File: src/rtl/input_cond_pkg.sv
// Shared types and default timing for the board input conditioner.
// Timing defaults assume the 50 MHz CLOCK_50.
package input_cond_pkg;

    typedef enum logic [1:0] {
        IDLE       = 2'd0,
        HELD       = 2'd1,
        LONG_FIRED = 2'd2
    } power_state_t;

    localparam int unsigned KEY_POWER = 0;
    localparam int unsigned KEY_SEND  = 1;

    localparam int unsigned CLK_HZ                    = 50_000_000;
    localparam int unsigned DEFAULT_DEBOUNCE_CYCLES   = CLK_HZ / 50;  // 20 ms
    localparam int unsigned DEFAULT_LONG_PRESS_CYCLES = CLK_HZ * 2;   // 2 s

endpackage

File: src/rtl/input_conditioner_debounce_channel.sv
// One push-button channel: 2-flop synchroniser, debounce counter,
// stable level and a one-cycle pulse on every accepted level change.
module debounce_channel #(
    parameter int unsigned DEBOUNCE_CYCLES = 4
) (
    input  logic clk,
    input  logic rst,
    input  logic key_n,
    output logic level,
    output logic edge_pulse
);

    localparam int unsigned CNT_W = $clog2(DEBOUNCE_CYCLES + 1);

    logic             key_meta;
    logic             key_sync;
    logic [CNT_W-1:0] cnt;

    always_ff @(posedge clk) begin
        if (rst) begin
            key_meta   <= 1'b1;
            key_sync   <= 1'b1;
            cnt        <= '0;
            level      <= 1'b0;
            edge_pulse <= 1'b0;
        end else begin
            key_meta   <= key_n;
            key_sync   <= key_meta;
            edge_pulse <= 1'b0;
            // key_sync is active-low; level is active-high
            if (~key_sync != level) begin
                if (cnt == CNT_W'(DEBOUNCE_CYCLES - 1)) begin
                    level      <= ~level;
                    cnt        <= '0;
                    edge_pulse <= 1'b1;
                end else begin
                    cnt <= cnt + 1'b1;
                end
            end else begin
                cnt <= '0;
            end
        end
    end

endmodule

File: src/rtl/input_conditioner.sv
// Board input conditioner: debounced keys, power short/long press events,
// send event with an atomic switch snapshot.
module input_conditioner
    import input_cond_pkg::*;
#(
    parameter int unsigned DEBOUNCE_CYCLES   = DEFAULT_DEBOUNCE_CYCLES,
    parameter int unsigned LONG_PRESS_CYCLES = DEFAULT_LONG_PRESS_CYCLES,
    parameter int unsigned NUM_SW            = 18
) (
    input  logic              clk,
    input  logic              rst,
    input  logic [1:0]        key_n,
    input  logic [NUM_SW-1:0] sw_raw,
    output logic              power_level,
    output logic              send_level,
    output logic              power_pulse,
    output logic              power_long,
    output logic              send_pulse,
    output logic [NUM_SW-1:0] sw_snapshot,
    output logic              sw_valid
);

    localparam int unsigned HOLD_W = $clog2(LONG_PRESS_CYCLES + 1);

    logic power_edge;
    logic send_edge;
    logic power_press;
    logic power_release;

    debounce_channel #(.DEBOUNCE_CYCLES(DEBOUNCE_CYCLES)) u_power (
        .clk        (clk),
        .rst        (rst),
        .key_n      (key_n[KEY_POWER]),
        .level      (power_level),
        .edge_pulse (power_edge)
    );

    debounce_channel #(.DEBOUNCE_CYCLES(DEBOUNCE_CYCLES)) u_send (
        .clk        (clk),
        .rst        (rst),
        .key_n      (key_n[KEY_SEND]),
        .level      (send_level),
        .edge_pulse (send_edge)
    );

    assign power_press   = power_edge & power_level;
    assign power_release = power_edge & ~power_level;
    assign send_pulse    = send_edge & send_level & ~rst;

    // Switch sync plus one extra stage so the snapshot is last cycle's value.
    logic [NUM_SW-1:0] sw_meta;
    logic [NUM_SW-1:0] sw_sync;
    logic [NUM_SW-1:0] sw_sync_d;
    logic [NUM_SW-1:0] snap_q;
    logic              valid_q;

    always_ff @(posedge clk) begin
        if (rst) begin
            sw_meta   <= '0;
            sw_sync   <= '0;
            sw_sync_d <= '0;
            snap_q    <= '0;
            valid_q   <= 1'b0;
        end else begin
            sw_meta   <= sw_raw;
            sw_sync   <= sw_meta;
            sw_sync_d <= sw_sync;
            if (send_pulse) begin
                snap_q  <= sw_sync_d;
                valid_q <= 1'b1;
            end
        end
    end

    // Bypass makes the new snapshot visible in the send_pulse cycle itself.
    assign sw_snapshot = send_pulse ? sw_sync_d : snap_q;
    assign sw_valid    = valid_q | send_pulse;

    power_state_t      state;
    power_state_t      state_next;
    logic [HOLD_W-1:0] hold_cnt;
    logic [HOLD_W-1:0] hold_cnt_next;
    logic              short_c;
    logic              long_c;

    always_ff @(posedge clk) begin
        if (rst) begin
            state    <= IDLE;
            hold_cnt <= '0;
        end else begin
            state    <= state_next;
            hold_cnt <= hold_cnt_next;
        end
    end

    always_comb begin
        state_next    = state;
        hold_cnt_next = hold_cnt;
        short_c       = 1'b0;
        long_c        = 1'b0;
        case (state)
            IDLE: begin
                if (power_press) begin
                    state_next    = HELD;
                    hold_cnt_next = '0;
                end
            end
            HELD: begin
                if (power_release) begin
                    short_c    = 1'b1;
                    state_next = IDLE;
                end else if (power_level) begin
                    if (hold_cnt != HOLD_W'(LONG_PRESS_CYCLES))
                        hold_cnt_next = hold_cnt + 1'b1;
                    // Counter starts one cycle after the level rose, so this
                    // increment is the one that reaches LONG_PRESS_CYCLES.
                    if (hold_cnt == HOLD_W'(LONG_PRESS_CYCLES - 1)) begin
                        long_c     = 1'b1;
                        state_next = LONG_FIRED;
                    end
                end
            end
            LONG_FIRED: begin
                if (power_release)
                    state_next = IDLE;
            end
            default: state_next = IDLE;
        endcase
    end

    assign power_pulse = short_c & ~rst;
    assign power_long  = long_c & ~rst;

endmodule

File: config.mk
export PLATFORM = sky130hd
export DESIGN_NAME = input_conditioner
export DESIGN_NICKNAME = d
export VERILOG_FILES = /design/src/rtl/input_cond_pkg.sv /design/src/rtl/input_conditioner_debounce_channel.sv /design/src/rtl/input_conditioner.sv
export SDC_FILE = /design/constraint.sdc
export NUM_CORES = 1
export LEC_CHECK = 0
export CAP_MARGIN = 0
export CELL_PAD_IN_SITES_DETAIL_PLACEMENT = 0
export CELL_PAD_IN_SITES_GLOBAL_PLACEMENT = 2
export CORE_UTILIZATION = 39
export DETAILED_ROUTE_END_ITERATION = 8
export GPL_ROUTABILITY_DRIVEN = 0
export PLACE_DENSITY_LB_ADDON = 0.1
export RECOVER_POWER = 25
export SYNTH_ARGS = -nofsm -noshare
export SYNTH_HDL_FRONTEND = slang
export SYNTH_SLANG_ARGS = --single-unit
export TNS_END_PERCENT = 100
File: constraint.sdc
create_clock -name clk -period 4.24 [get_ports clk]
set_input_delay 0.424 -clock clk [delete_from_list [all_inputs] [get_ports clk]]
set_output_delay 0.424 -clock clk [all_outputs]
set_load 0.02 [all_outputs]
==> results of run 1 <==
==> flip-flops by register name, indices dropped and copies added (netlist names) <==
name and flops:
u_power.key_meta 1, u_send.edge_pulse 1, u_send.cnt 20, u_power.edge_pulse 1
u_send.key_sync 1, state 2, snap_q 18, sw_sync_d 18
hold_cnt 27, sw_meta 18, valid_q 1, u_power.cnt 20
u_power.level 1, u_power.key_sync 1, u_send.key_meta 1, sw_sync 18
u_send.level 1
==> logic make-up (layout without fill, tap and decap cells) <==
family          count (synthesis)  in the layout  synth area share (%)
simple gates                  353            353                  32.4
flops                         150            150                  51.0
compound gates                 66             66                  6.72
buf+inv                        42             91                  3.32
xor+xnor                       38             38                  5.66
fa+ha+maj                       4              4                 0.851
==> layer usage <==
metal | global-route usage, % | part of all wire, % | vias to the layer above
li1 | - | - | 2289
met1 | 20.5 | 50 | 2005
met2 | 25.1 | 46 | 50
met3 | 4.64 | 3.5 | 9
met4 | 5.16 | 0.96 | 0
met5 | 0 | 0 | -
==> metrics by stage <==
stage          hold WS, ns  total power, W  cells
2_1_floorplan        0.389         0.00150    653
3_3_place_gp         0.399         0.00153    855
3_5_place_dp         0.392         0.00153    855
4_1_cts              0.406         0.00308    886
5_1_grt              0.420         0.00315    886
6_report             0.406         0.00303    886
==> path summary, 6_finish.rpt <==
| kind | cells past startpoint | to | slack, ns | start |
|---|---|---|---|---|
| setup reg to reg | 6 | hold_cnt[26] | 2.07 | hold_cnt[12] |
| setup / recovery | 3 | power_pulse | 1.05 | state[0] |
| hold / removal | 1 | u_send.key_sync | 0.41 | u_send.key_meta |
| hold reg to reg | 1 | u_send.key_sync | 0.41 | u_send.key_meta |
==> cell type report <==
type	count	share of cell area [%]
clock inverters	10	2.08
clock buffers	21	6.53
well taps	184	3.27
inverters	11	0.586
flip-flops and latches	150	42.6
multi-input cells	461	38.2
repair buffers	49	6.78
==> report_power, final <==
part / switching (W) / leakage (nW) / total [W] / internal, W
Sequential: 0.00000514 / 1.22 / 0.00144 / 0.00143
Clock: 0.000574 / 0.288 / 0.00153 / 0.000960
Combinational: 0.0000271 / 0.961 / 0.0000573 / 0.0000302
==> cell usage in the layout (no fill, tap or decap), types with 6 or more instances in the layout <==
| cell type | netlist | layout |
|---|---|---|
| clkdlybuf4s50_1 | 0 | 40 |
| and3_1 | 10 | 10 |
| or4_1 | 14 | 14 |
| nand4_1 | 19 | 19 |
| a31oi_1 | 10 | 10 |
| inv_1 | 10 | 10 |
| or2_2 | 6 | 6 |
| nand3_1 | 27 | 27 |
| nor2_1 | 63 | 63 |
| a21oi_1 | 25 | 25 |
| nand2_1 | 83 | 83 |
| xor2_1 | 20 | 20 |
| o21ai_0 | 15 | 15 |
| clkbuf_16 | 0 | 17 |
| nor2b_1 | 76 | 76 |
| nand2b_1 | 6 | 6 |
| nor3_1 | 9 | 9 |
| dfxtp_1 | 150 | 150 |
| xnor2_1 | 18 | 18 |
==> worst max-delay path, stage by stage, from the launching register on <==
cell	delay, ns
dfxtp_1	0.53
nand2b_1	0.60
nor4b_1	0.54
clkdlybuf4s50_1	0.67
==> metrics, run 1 <==
failing checks=design-rule violations; Clock transition at path regs=around 0.060 ns; Setup-failing EPs final=0; share of the synthesized area in the top cell type=roughly half; Synth Instances=between 600 and 700; P per Cell Area=around 430 nW/um^2; Diodes inserted=0; drt pass-1 iters=6; synthesis-to-layout area growth=19.8%; cell area after layout=7050 sq um; antenna violations before repair=0; Final WS setup=between 1 and 1.5 ns; most frequent cells after synthesis=dfxtp_1 (150), nand2_1 (83), nor2b_1 (76); share of cells above drive strength 1=7.12%; kind of critical path=reg2out; worst-path fanout max=25; final WL=approximately 12 mm; drt wl/cell=between 10 and 15 um; Max clock buf depth=2; Synth Flop Type=dfxtp_1; Leak=around 2.5 nW; CTS tree=yes; DR DRC count=12; Routed Antenna Nets=0; fin. max-slew vios=0; htree depth=4; Worst-Margin Slew=1.07 ns; largest area contributor in the netlist=dfxtp_1; final core occ=a little under 50%; clock skew=0.00765 ns; Cell Rows=44; Hold Violations, Final=0; top post-synthesis cells by area=dfxtp_1 (51%), nor2b_1 (8.1%), nand2_1 (5.3%); Fill cells=around 1,400; vias in the first global route=between 4,000 and 5,000; TritonCTS Buffers=17; DR vias/cell=between 4 and 5; post-synthesis cell area=around 5900 sq um; die area=approximately 16,000 sq um; Multi-input gate area=2690 sq um; Post-synth EDFFs=0; Place WS=1.30 ns; unrepaired setup endpoints after global routing=false; worst hold path type=reg2reg; syn_nets=679; Crit. End Element=output port; Iteration-0 DRC Markers=between 200 and 300; GR Util All Layers=between 10% and 20%; Vert. Die Dim=roughly 120 um; status=finished with violations; Die W=~120 um; CTS Hold Bufs=0; starting density of the core=between 40 and 50%; Worst EP arrival=around 2.8 ns; Seq cells post-synth=150; maximum clock rate=around 0.31 GHz; Min Clock Period, post-route=roughly 3.2 ns; via count=4,353; top-count cell post-synth=dfxtp_1; Storage cell area=3000 sq um; largest net degree at the start of global routing=73; Max IR drop VDD=roughly 0.26 mV; warnings from Yosys=0; Async SR Flop Fraction=0%; worst skew pair latency=0.41 ns; CTS root buf=clkbuf_16; IO buf count=between 40 and 50; Worst setup SP type=register; Tcrit/Tclk final=approximately 75%; Placeable Area=between 10,000 and 15,000 sq um; Top-Level Pins=46; grt total ovfl=0; Worst Path Required=3.82 ns; nets=716; synthesized area per cell=9.01 sq um; CTS resizes=0; Distinct cells, synth=approximately 50; # Post-CTS Setup Buffers=0; clk sinks=150; Max Cap Viol=0; Slew HR=about 28%; sequential share of the synthesized area=about half; setup_tns=0 ns; global-route wire length before repair=approximately 20 mm; detailed placer's ending HPWL=between 7 and 8 mm; Post-DP Area=6440 sq um
Note: power is estimated with default switching activity, not from simulation.
==> run 2: changes to the inputs <==
CORE_UTILIZATION = 36   (was 39)
clock period = 3.2 ns   (was 4.24 ns; I/O delays follow)
==> metrics, run 2 (same netlist as run 1, synthesis figures left out) <==
status=finished with violations; failing checks=max-capacitance violations, max-slew violations; Crit. End Element=output port; clk sinks=150 (unchanged); Worst Hold Launch=rst; nets=718 (+0.28%); share of cells above drive strength 1=7.80% (+0.68 points); via count=4,416 (+1.4%); Clock power frac=50.9% (+0.3 points); Hold Violations, Final=0 (unchanged); Die W=130 um (+4.0%); CTS Hold Bufs=0 (unchanged); CTS tree=yes; Largest Register=hold_cnt; die area=16,900 sq um (+8.2%); Gate power share=1.9% (about the same); Diodes inserted=0 (unchanged); starting density of the core=36.9% (-3.3 points); Worst-Margin Slew=1.82 ns (+0.755 ns); Hold WS=0.211 ns (-0.195 ns); unrepaired setup endpoints after global routing=false; CTS root buf=clkbuf_16; Worst Path Required=2.88 ns (-0.94 ns); clock skew=0.00708 ns (-0.000567 ns); Clock transition at path regs=0.06 ns (about the same); drt pass-1 iters=4 (-2); kind of critical path=reg2out; Multi-input gate area=2690 sq um (unchanged); Final WS setup=0.556 ns (-0.493 ns); worst reg2reg path startpoint=state[0]; TritonCTS Buffers=17 (unchanged); Setup-failing EPs final=0 (unchanged); detailed placer's ending HPWL=7.76 mm (+3.5%); Max clock buf depth=2 (unchanged); worst hold path depth=2 (+1); final WL=12.0 mm (+3.9%); htree depth=4 (unchanged); worst hold path type=in2reg; Inst Count DP=889 (+4.0%); Place WS=0.615 ns (-0.684 ns); Routed Antenna Nets=0 (unchanged); non-filler instance count after layout=921 (+4.0%); Leak=2.50 nW (+1.5%); Tcrit/Tclk final=around 83%; top flop regs=hold_cnt x27, u_power.cnt x20, u_send.cnt x20; worst-path fanout max=8 (-68%); GR Util All Layers=15.1% (-0.69 points); Max Cap Viol=1 (+1); switching power=0.000906 W (+49%); setup_tns=0 ns (unchanged); Placeable Area=15,900 sq um (+8.9%); Min Clock Period, post-route=roughly 2.6 ns; Storage cell area=3000 sq um (unchanged); Top-Level Pins=46 (unchanged); vias in the first global route=3,969 (-2.4%); Worst setup SP type=register; global-route wire length before repair=19.7 mm (-0.45%); IO buf count=45 (unchanged); fin. max-slew vios=96 (+96); worst skew pair latency=0.42 ns (about the same); Fill cells=1,599 (+13%); Net Sw Frac=22.5% (+2.5 points); Iteration-0 DRC Markers=195 (-26%); max FFs per register=27 (unchanged); sequential share of power=47.2% (-0.3 points); P per Cell Area=567 nW/um^2 (+32%); commonest cells after routing, fill and taps aside=dfxtp_1 (150), nand2_1 (83), nor2b_1 (76); antenna violations before repair=0 (unchanged); synthesis-to-layout area growth=20.8%; Vert. Die Dim=130 um (+4.0%); DR DRC count=0 (-12); largest net degree at the start of global routing=96 (+32%); Cell Rows=46 (+4.5%); DR vias/cell=4.79 (-2.4%); Max IR drop VDD=0.360 mV (+37%); maximum clock rate=0.378 GHz; Internal Power=0.00312 W (+29%); Slew HR=-21.7% (-50 points); Critical Path Start=hold_cnt[18]; Worst EP arrival=2.32 ns (-0.45 ns); drt wl/cell=13.0 um (about the same); reg2reg path depth=8 (+2); grt total ovfl=0 (unchanged); commonest non-fill, non-tap cell in the layout=dfxtp_1
[run 2: path summary, 6_finish.rpt]
kind / end / slack, ns
worst max register to register: hold_cnt[8] / 0.68
worst max-delay path: power_long / 0.56
worst min-delay path: u_power.level / 0.21
worst min register to register: u_send.key_sync / 0.41
[run 2: critical path, stage by stage (launching register included)]
cell and delay (ns):
dfxtp_1 0.43, nor4b_1 0.25, nand4_1 0.13, or3_1 0.41, or2_2 0.30, nor3_1 0.13, dlymetal6s2s_1 0.25
[run 2: power by group through the flow]
| stage | clock (W) | combinational [W] | sequential (W) |
|---|---|---|---|
| CTS | 0.00212 | 0.0000795 | 0.00190 |
| finish | 0.00205 | 0.0000769 | 0.00190 |
| global placement | 0 | 0.0000784 | 0.00195 |
| global route | 0.00220 | 0.0000858 | 0.00190 |
| detailed placement | 0 | 0.0000792 | 0.00195 |
| floorplan | 0 | 0.0000447 | 0.00194 |
[run 2: metrics by stage]
step,total power [W],util [%],area [sq um]
floorplan,0.00199,-,5880
global placement,0.00202,40.8,6500
detailed placement,0.00202,40.8,6500
CTS,0.00411,44.6,7110
global route,0.00419,44.6,7110
finish,0.00403,44.6,7110
[run 2: final cells by class]
cell class | count | area share, %
timing repair buffer | 51 | 6.93
clock buffer | 17 | 5.98
tap | 216 | 3.80
multi-input combinational | 461 | 37.8
inverter | 11 | 0.581
sequential | 150 | 42.2
clock inverter | 15 | 2.62
[run 2: per-layer routing]
metal / up-vias / wire [um] / global-route usage (%) / part of all wire [%]
li1: 2300 / - / - / -
met1: 2033 / 6120 / 20.6 / 51
met2: 71 / 5260 / 22.4 / 44
met3: 12 / 460 / 4.59 / 3.8
met4: 0 / 116 / 5.54 / 0.97
met5: - / 0 / 0 / 0
[run 2: what timing repair did]
action	in CTS	in global routing
resized for setup	0	1
setup endpoints to repair	0	1
buffers inserted	0	0
==> run 3: changes to the inputs <==
clock period = 2.5 ns   (was 3.2 ns; I/O delays follow)
==> metrics, run 3 (same netlist as run 1, synthesis figures left out) <==
status=finished clean; Leak=2.58 nW (+3.1%); Hold WS=0.387 ns (+0.177 ns); Slew HR=36.4% (+58 points); largest net degree at the start of global routing=60 (-38%); final core occ=45.4% (+0.85 points); Die W=130 um (unchanged); worst skew pair latency=0.41 ns (about the same); CTS root buf=clkbuf_16; unrepaired setup endpoints after global routing=false; non-filler instance count after layout=936 (+1.6%); Worst-Margin Slew=0.955 ns (-0.870 ns); Worst EP arrival=2.16 ns (-0.16 ns); drt wl/cell=12.9 um (-0.88%); Cell Rows=46 (unchanged); CTS tree=yes; Largest Register=hold_cnt; global-route wire length before repair=20.1 mm (+2.0%); CTS Hold Bufs=0 (unchanged); Tcrit/Tclk final=roughly 96%; IO buf count=45 (unchanged); detailed placer's ending HPWL=7.85 mm (+1.1%); drt pass-1 iters=4 (unchanged); Top-Level Pins=46 (unchanged); grt total ovfl=0 (unchanged); Fill cells=1,574 (-1.6%); kind of critical path=reg2out; Max clock buf depth=2 (unchanged); worst stage delay on the critical path=0.39 ns (-0.04 ns); Vert. Die Dim=130 um (unchanged); commonest non-fill, non-tap cell in the layout=dfxtp_1; TritonCTS Buffers=17 (unchanged); Worst setup SP type=register; Max IR drop VDD=0.491 mV (+36%); Worst Path Required=2.25 ns (-0.63 ns); die area=16,900 sq um (unchanged); worst hold path depth=2 (unchanged); top flop regs=hold_cnt x27, u_power.cnt x20, u_send.cnt x20; setup_tns=0 ns (unchanged); final WL=12.0 mm (+0.74%); fin. max-slew vios=0 (-100%); antenna violations before repair=0 (unchanged); worst hold path type=in2reg; nets=734 (+2.2%); DR DRC count=0 (unchanged); Placeable Area=15,900 sq um (unchanged); starting density of the core=36.9% (unchanged); clock skew=0.00596 ns (-0.00112 ns); Crit. End Element=output port; Final Power=0.00506 W (+25%); Iteration-0 DRC Markers=273 (+40%); maximum clock rate=0.415 GHz; P per Cell Area=698 nW/um^2 (+23%); CP max stage cell=or3_4; Routed Antenna Nets=0 (unchanged); clk sinks=150 (unchanged); Inst Count DP=905 (+1.8%); via count=4,439 (+0.52%); worst-path fanout max=2 (-6); Min Clock Period, post-route=approximately 2.4 ns; synthesis-to-layout area growth=23.1%; GR Util All Layers=15.3% (+0.19 points); Diodes inserted=0 (unchanged); reg2reg path depth=9 (+1); share of cells above drive strength 1=10.4% (+2.6 points); critical-path cell list=nor4b_2 > nand4_1 > or3_4 > or2_4 > nor3_4 > buf_6; Clock transition at path regs=0.06 ns (about the same); DR vias/cell=4.74 (-1.1%); htree depth=4 (unchanged); vias in the first global route=4,146 (+4.5%); commonest cells after routing, fill and taps aside=dfxtp_1 (150), nand2_1 (83), nor2b_1 (76); Max Cap Viol=0 (-1); Setup-failing EPs final=0 (unchanged); max FFs per register=27 (unchanged); Hold Violations, Final=0 (unchanged)
==> run 3: final cells by class <==
class,instances,area (sq um),area share (%)
Clock buffer,18,439,6.06
Clock inverter,13,149,2.06
Inverter,11,42.5,0.587
Multi-Input combinational cell,461,2720,37.5
Sequential cell,150,3000,41.5
Tap cell,216,270,3.73
Timing Repair Buffer,67,621,8.57
==> run 3: worst paths after layout <==
path,slack (ns),end,from
max,0.09,power_long,hold_cnt[12]
min,0.39,sw_meta[10],sw_raw[10]
max reg2reg,0.47,hold_cnt[23],hold_cnt[0]
min reg2reg,0.42,u_send.key_sync,u_send.key_meta
==> run 3: critical path, delay by kind of cell, from the launching register on <==
family / cells / cell delay (ns)
flip-flops: 1 / 0.32
buffers and inverters: 1 / 0.14
AND/OR/NAND/NOR: 5 / 1.28
==> run 3: per-stage QoR <==
step | cell area, sq um | worst slack (ns)
3_3_place_gp | 6630 | -0.0768
2_1_floorplan | 5880 | 0.355
6_report | 7240 | 0.0927
3_5_place_dp | 6630 | -0.0899
5_1_grt | 7240 | 0.00360
4_1_cts | 7230 | 0.00957
==> run 3: repair_timing <==
item / CTS / global route
hold endpoints to repair: 0 / 0
endpoints found under the setup margin: 19 / 1
resized for setup: 8 / 6
cloned: 0 / 0
buffers inserted: 0 / 0
pin swaps: 0 / 4
==> run 3: metal layers <==
layer	GRT usage, %	part of all wire [%]	vias to the layer above
li1	-	-	2331
met1	20.1	51	2033
met2	23.9	44	67
met3	4.59	3.6	8
met4	5.34	1.1	0
met5	0	0	-
==> run 3: report_power, final <==
group	total [W]	switching (W)	internal, W
Clock	0.00252	0.00101	0.00150
Sequential	0.00244	0.00000815	0.00243
Combinational	0.000102	0.0000482	0.0000533
Total	0.00506	0.00107	0.00399
